File: config.mk
export PLATFORM = sky130hd
export DESIGN_NAME = sfr_bus_master
export DESIGN_NICKNAME = d
export VERILOG_FILES = /design/src/rtl/sfr_bus_master.sv
export SDC_FILE = /design/constraint.sdc
export NUM_CORES = 1
export LEC_CHECK = 0
export ABC_AREA = 1
export CORE_MARGIN = 4
export CORE_UTILIZATION = 39
export CTS_CLUSTER_DIAMETER = 120
export DETAILED_ROUTE_END_ITERATION = 6
export PLACE_DENSITY = 0.72
export SKIP_CTS_REPAIR_TIMING = 1
export SLEW_MARGIN = 20
export SYNTH_ARGS = -nofsm -noshare
export SYNTH_HDL_FRONTEND = slang
export SYNTH_SLANG_ARGS = --single-unit
File: constraint.sdc
create_clock -name sfr_clk -period 1.3 [get_ports sfr_clk]
set_input_delay 0.325 -clock sfr_clk [delete_from_list [all_inputs] [get_ports sfr_clk]]
set_output_delay 0.325 -clock sfr_clk [all_outputs]
set_load 0.02 [all_outputs]
File: src/rtl/sfr_bus_master.sv
// sfr_bus_master: CPU-side initiator that turns load/store requests into SFR bus cycles.
// Optional build macro SFR_ERR_CNT_EN adds a saturating error counter output (err_cnt).
module sfr_bus_master #(
    parameter int unsigned SFR_ADDR_WIDTH = 32,
    parameter int unsigned SFR_WIDTH      = 32,
    parameter int unsigned SFR_BASE_ADDR  = 0,
    parameter int unsigned SFR_SPACE_SIZE = 256,
    parameter int unsigned RD_WAIT_CYCLES = 1
) (
    input  logic                      sfr_clk,
    input  logic                      sys_rst_n,
    input  logic                      req_valid,
    output logic                      req_ready,
    input  logic [SFR_ADDR_WIDTH-1:0] req_addr,
    input  logic                      req_wr,
    input  logic [SFR_WIDTH-1:0]      req_wdata,
    input  logic [SFR_WIDTH/8-1:0]    req_be,
    output logic                      rsp_valid,
    output logic [SFR_WIDTH-1:0]      rsp_rdata,
    output logic                      rsp_err,
    input  logic [SFR_WIDTH-1:0]      sfr_rd_bus,
`ifdef SFR_ERR_CNT_EN
    output logic [7:0]                err_cnt,
`endif
    output logic [SFR_ADDR_WIDTH-1:0] sys_addr,
    output logic                      sys_wr_en,
    output logic [SFR_WIDTH-1:0]      sfr_sw_value
);

    localparam int unsigned NB = SFR_WIDTH / 8;
    localparam logic [SFR_ADDR_WIDTH:0]   ADDR_LO    = (SFR_ADDR_WIDTH+1)'(SFR_BASE_ADDR);
    localparam logic [SFR_ADDR_WIDTH:0]   SPACE_EXT  = (SFR_ADDR_WIDTH+1)'(SFR_SPACE_SIZE);
    localparam logic [SFR_ADDR_WIDTH-1:0] ALIGN_MASK = SFR_ADDR_WIDTH'(NB - 1);
    localparam logic [3:0]                WAIT_LOAD  = 4'(RD_WAIT_CYCLES - 1);

    typedef enum logic [1:0] {IDLE, RD, WR, RSP} state_t;

    state_t                    state_q, state_d;
    logic [3:0]                wait_q, wait_d;
    logic                      wr_q, wr_d;
    logic [SFR_WIDTH-1:0]      wdata_q, wdata_d;
    logic [NB-1:0]             be_q, be_d;

    logic                      req_ready_d;
    logic                      rsp_valid_d;
    logic                      rsp_err_d;
    logic [SFR_WIDTH-1:0]      rsp_rdata_d;
    logic [SFR_ADDR_WIDTH-1:0] sys_addr_d;
    logic                      sys_wr_en_d;
    logic [SFR_WIDTH-1:0]      sw_value_d;

    logic [SFR_ADDR_WIDTH:0]   addr_off;
    logic                      req_addr_err;
    logic                      accept;
    logic [SFR_WIDTH-1:0]      merged;

    // Handshake: a request transfers in the cycle where req_valid and req_ready are both
    // high; req_ready is high only in IDLE, and rsp_valid is a single-cycle pulse that
    // cannot be stalled.
    assign accept = req_valid && req_ready;

    // Offset wraps to a huge value when req_addr is below the base, so one compare covers both bounds.
    assign addr_off     = {1'b0, req_addr} - ADDR_LO;
    assign req_addr_err = (addr_off >= SPACE_EXT) || ((req_addr & ALIGN_MASK) != '0);

    always_comb begin
        merged = sfr_rd_bus;
        for (int i = 0; i < NB; i++) begin
            if (be_q[i]) merged[i*8 +: 8] = wdata_q[i*8 +: 8];
        end
    end

    always_comb begin
        state_d     = state_q;
        wait_d      = wait_q;
        wr_d        = wr_q;
        wdata_d     = wdata_q;
        be_d        = be_q;
        sys_addr_d  = sys_addr;
        sw_value_d  = sfr_sw_value;
        sys_wr_en_d = 1'b0;
        rsp_valid_d = 1'b0;
        rsp_err_d   = 1'b0;
        rsp_rdata_d = '0;

        unique case (state_q)
            IDLE: begin
                if (accept) begin
                    wr_d    = req_wr;
                    wdata_d = req_wdata;
                    be_d    = req_be;
                    if (req_addr_err) begin
                        state_d     = RSP;
                        rsp_valid_d = 1'b1;
                        rsp_err_d   = 1'b1;
                    end else if (req_wr && (req_be == '0)) begin
                        state_d     = RSP;
                        rsp_valid_d = 1'b1;
                    end else if (req_wr && (&req_be)) begin
                        state_d     = WR;
                        sys_addr_d  = req_addr;
                        sw_value_d  = req_wdata;
                        sys_wr_en_d = 1'b1;
                    end else begin
                        state_d    = RD;
                        sys_addr_d = req_addr;
                        wait_d     = WAIT_LOAD;
                    end
                end
            end
            RD: begin
                if (wait_q == 4'd0) begin
                    if (wr_q) begin
                        state_d     = WR;
                        sw_value_d  = merged;
                        sys_wr_en_d = 1'b1;
                    end else begin
                        state_d     = RSP;
                        rsp_valid_d = 1'b1;
                        rsp_rdata_d = sfr_rd_bus;
                    end
                end else begin
                    wait_d = wait_q - 4'd1;
                end
            end
            WR: begin
                state_d     = RSP;
                rsp_valid_d = 1'b1;
            end
            RSP: begin
                state_d = IDLE;
            end
            default: begin
                state_d = IDLE;
            end
        endcase

        req_ready_d = (state_d == IDLE);
    end

    always_ff @(posedge sfr_clk or negedge sys_rst_n) begin
        if (!sys_rst_n) begin
            state_q      <= IDLE;
            wait_q       <= '0;
            wr_q         <= 1'b0;
            wdata_q      <= '0;
            be_q         <= '0;
            req_ready    <= 1'b1;
            rsp_valid    <= 1'b0;
            rsp_err      <= 1'b0;
            rsp_rdata    <= '0;
            sys_addr     <= '0;
            sys_wr_en    <= 1'b0;
            sfr_sw_value <= '0;
        end else begin
            state_q      <= state_d;
            wait_q       <= wait_d;
            wr_q         <= wr_d;
            wdata_q      <= wdata_d;
            be_q         <= be_d;
            req_ready    <= req_ready_d;
            rsp_valid    <= rsp_valid_d;
            rsp_err      <= rsp_err_d;
            rsp_rdata    <= rsp_rdata_d;
            sys_addr     <= sys_addr_d;
            sys_wr_en    <= sys_wr_en_d;
            sfr_sw_value <= sw_value_d;
        end
    end

`ifdef SFR_ERR_CNT_EN
    always_ff @(posedge sfr_clk or negedge sys_rst_n) begin
        if (!sys_rst_n) begin
            err_cnt <= 8'd0;
        end else if (rsp_valid && rsp_err && (err_cnt != 8'hFF)) begin
            err_cnt <= err_cnt + 8'd1;
        end
    end
`endif

endmodule
==> metrics list <==
* Boundary Pins: 204
- The flow ran to the end, but the final reports show violations.
* Summed instance area of the synthesized netlist: 6350 um^2
* GRT Residual Overflow: 0
- Clock Pin Slew Worst Setup and Hold Paths: around 60 ps
- Die Span Y: between 100 and 150 um
- Violations in the final reports: negative setup slack
* Startpoint kind of the worst setup timing path: flip-flop
- Maximum VDD drop: 1040 uV
- Initial antenna violation count: 0
- H-tree Lvls: 4
* Count of flip-flops with a built-in enable after synthesis: 0
- CP startpoint: state_q[0]
* Master cell of the clock root buffer: clkbuf_16
- Final TNS setup: -15,810 ps
- The die is around 140 um wide.
* Via count of the first global-routing pass: about 5,800
* Die Footprint: 18,400 um^2
- Smallest setup slack after layout: -268 ps
- DR vias: ~6,300
- Most used standard cell by instance count after synthesis: nand2_1
- The Yosys step of the flow raised 0 warnings.
- Wires add up to 21.6 mm.
* WS Path Type: reg2reg
* Data required time of the critical path: 1590 ps
- Setup violations remaining at the end of the flow were counted as about 140.
* Cell type contributing the most total cell area after synthesis: dfrtp_1
- CTS saw about 140 sinks.
- Routed WL per cell: about 17 um
* Mapped Nets: between 800 and 900
- Power spread over the standard cell area amounts to between 1500 and 2000 nW/um^2.
- The HPWL after detailed placement is roughly 13 mm.
- Setup skew after layout: 13.7 ps
- Total routing resource utilization after global routing: slightly above 20%
- Yosys mapped the design onto 27 distinct sky130hd cell types.
* Antenna diodes: 0
- In this run the worst path has a maximum fanout of 7.
* Area share of the largest cell type after synthesis: 55.9%
- Minimum clock period: 1570 ps
* Buffer depth of the longest clock path: 2
- Synthesis produced 750 cells.
* Most frequent cells after synthesis: 166 x nand2_1, 142 x dfrtp_1, 111 x inv_1
- The worst setup path is captured at a flip-flop.
- Insertion delay to the later sink of the worst-skew pair: between 400 and 500 ps
- Data arrives at the worst endpoint at between 1500 and 2000 ps.
* Relative max-transition margin: between 60% and 70%
- Largest net degree at the start of global routing: 39
- Once the floorplan was initialized, standard cells occupied approximately two fifths of the core.
* Leakage: approximately 5.8 nW
* TritonCTS clock tree: done
- In the final layout, the share of cells above drive strength 1 is a little under a third.
- Violation count after the first detailed-routing iteration: 509
* Tot Pwr: around 21 mW
- Num CTS Buffers: 17
- Classification of the worst-slack hold path: in2reg
- At the end of routability-driven placement, the weighted congestion stood at between 0.8 and 0.9.
- Max Clk Rate: about 640 MHz
- RSZ-0062 raised after global routing: true
* Most used DFF post-synth: dfrtp_1
- Tcrit/Tclk final: 121%
- Max-cap violations in this run came to 0.
- The final-report max-slew violation count is 0.
- Actual slew at the worst max-slew pin: between 500 and 600 ps
- After detailed routing, the number of remaining DRC violations is 0.
* Area added between synthesis and finish: 67.1%
- In the synthesized netlist the async set-or-reset flop fraction comes to 100%.
- The core region is approximately 16,000 um^2.
* Mean post-synth cell area: around 8.5 um^2
* DRT Pass-1 Iters: 5
- Fin nets: 1,156
- In this run the critical register-to-register path is launched from state_q[0].
- Once detail routing completed, the nets flagged for antenna violations numbered 0.
- Yosys attributes the largest share of cell area to dfrtp_1 56%, nand2_1 9.8%, o21ai_0 7.0%.
- # rows: 46
- Input and output buffers added on the ports amount to 203.
- Ratio of routed vias to standard cells: between 4 and 5
- The first global-routing pass estimated 29.2 mm of wire.
- Number of synthesized register bits: roughly 140
- The worst hold path begins at req_be[0].
- Of the synthesized area, sequential elements account for around 56%.
- The final count of hold timing violations came to 0.
[placed cells by master (no fill, tap or decap), types with 16 or more instances in the layout]
cell type        count
nand2_1            157
o21ai_0             83
nand3_1             39
buf_12              16
dlymetal6s2s_1      30
dfrtp_1            141
clkbuf_16           26
a21oi_1             32
nand4_1             32
nor2_2              22
clkdlybuf4s50_1     73
inv_1              104
nor2_4              19
buf_6               81
buf_4               86
clkbuf_2            24
nor2_1              25
[registers in the layout (all words and copies together) (netlist names)]
register      count
rsp_valid         1
wdata_q          32
rsp_rdata        32
wait_q            4
rsp_err           1
sys_wr_en         1
be_q              4
sfr_sw_value     32
wr_q              1
sys_addr         32
req_ready         1
state_q           2
[final timing paths]
| check | end | slack [ps] | cells after the start |
|---|---|---|---|
| worst max-delay path | sys_addr[4] | -270 | 7 |
| worst min-delay path | be_q[0] | 290 | 4 |
| worst max register to register | sys_addr[4] | -270 | 7 |
| worst min register to register | sys_addr[9] | 470 | 2 |
| max in group asynchronous | wdata_q[13] | 350 | 3 |
| min in group asynchronous | rsp_rdata[27] | 380 | 2 |
[worst max-delay path, stage by stage, from the launching register on]
cell	delay [ps]
dfrtp_2	450
nor2_4	150
inv_2	50
nor2_4	150
nand3_4	220
clkbuf_16	240
nand2_1	70
o21ai_0	90
[through the flow]
| stage | cells | setup slack, ps | util [%] | cell area [um^2] | hold WS [ps] |
|---|---|---|---|---|---|
| global route | 1279 | -332 | 66.6 | 10600 | 308 |
| floorplan | 750 | -78.8 | - | 6400 | 29.4 |
| detailed placement | 1191 | -616 | 56.9 | 9080 | 266 |
| CTS | 1223 | -630 | 60.5 | 9650 | -192 |
| global placement | 1191 | -575 | 56.9 | 9080 | 260 |
| finish | 1279 | -268 | 66.6 | 10600 | 293 |
[final cells by class]
cell class	count	area, um^2
Inverter	118	448
Clock inverter	6	82.6
Timing Repair Buffer	323	3370
Tap cell	216	270
Fill cell	1235	5320
Sequential cell	143	3580
Multi-Input combinational cell	447	2370
Clock buffer	26	489
[power breakdown]
| group | switching (mW) | internal (mW) | leakage [nW] |
|---|---|---|---|
| Combinational | 5.24 | 4.45 | 3.65 |
| Sequential | 0.877 | 5.78 | 1.87 |
| Clock | 1.78 | 2.97 | 0.278 |
| Total | 7.90 | 13.2 | 5.81 |
[metal layers]
metal	GRT usage (%)	vias up	wire, um
met5	0	-	0
met4	6.66	0	446
met3	6.20	43	1570
met2	33.4	278	10700
met1	25.5	2976	8830
li1	-	2974	-
[cell families (layout without fill, tap and decap cells)]
group / count (synthesis) / in the layout / synth area share, %
simple gates: 317 / 317 / 22.2
buf+inv: 160 / 473 / 10.9
flops: 143 / 143 / 56.3
compound gates: 126 / 126 / 9.94
fa+ha+maj: 2 / 2 / 0.394
xor+xnor: 2 / 2 / 0.276
Power figures use the tool's default switching activity.
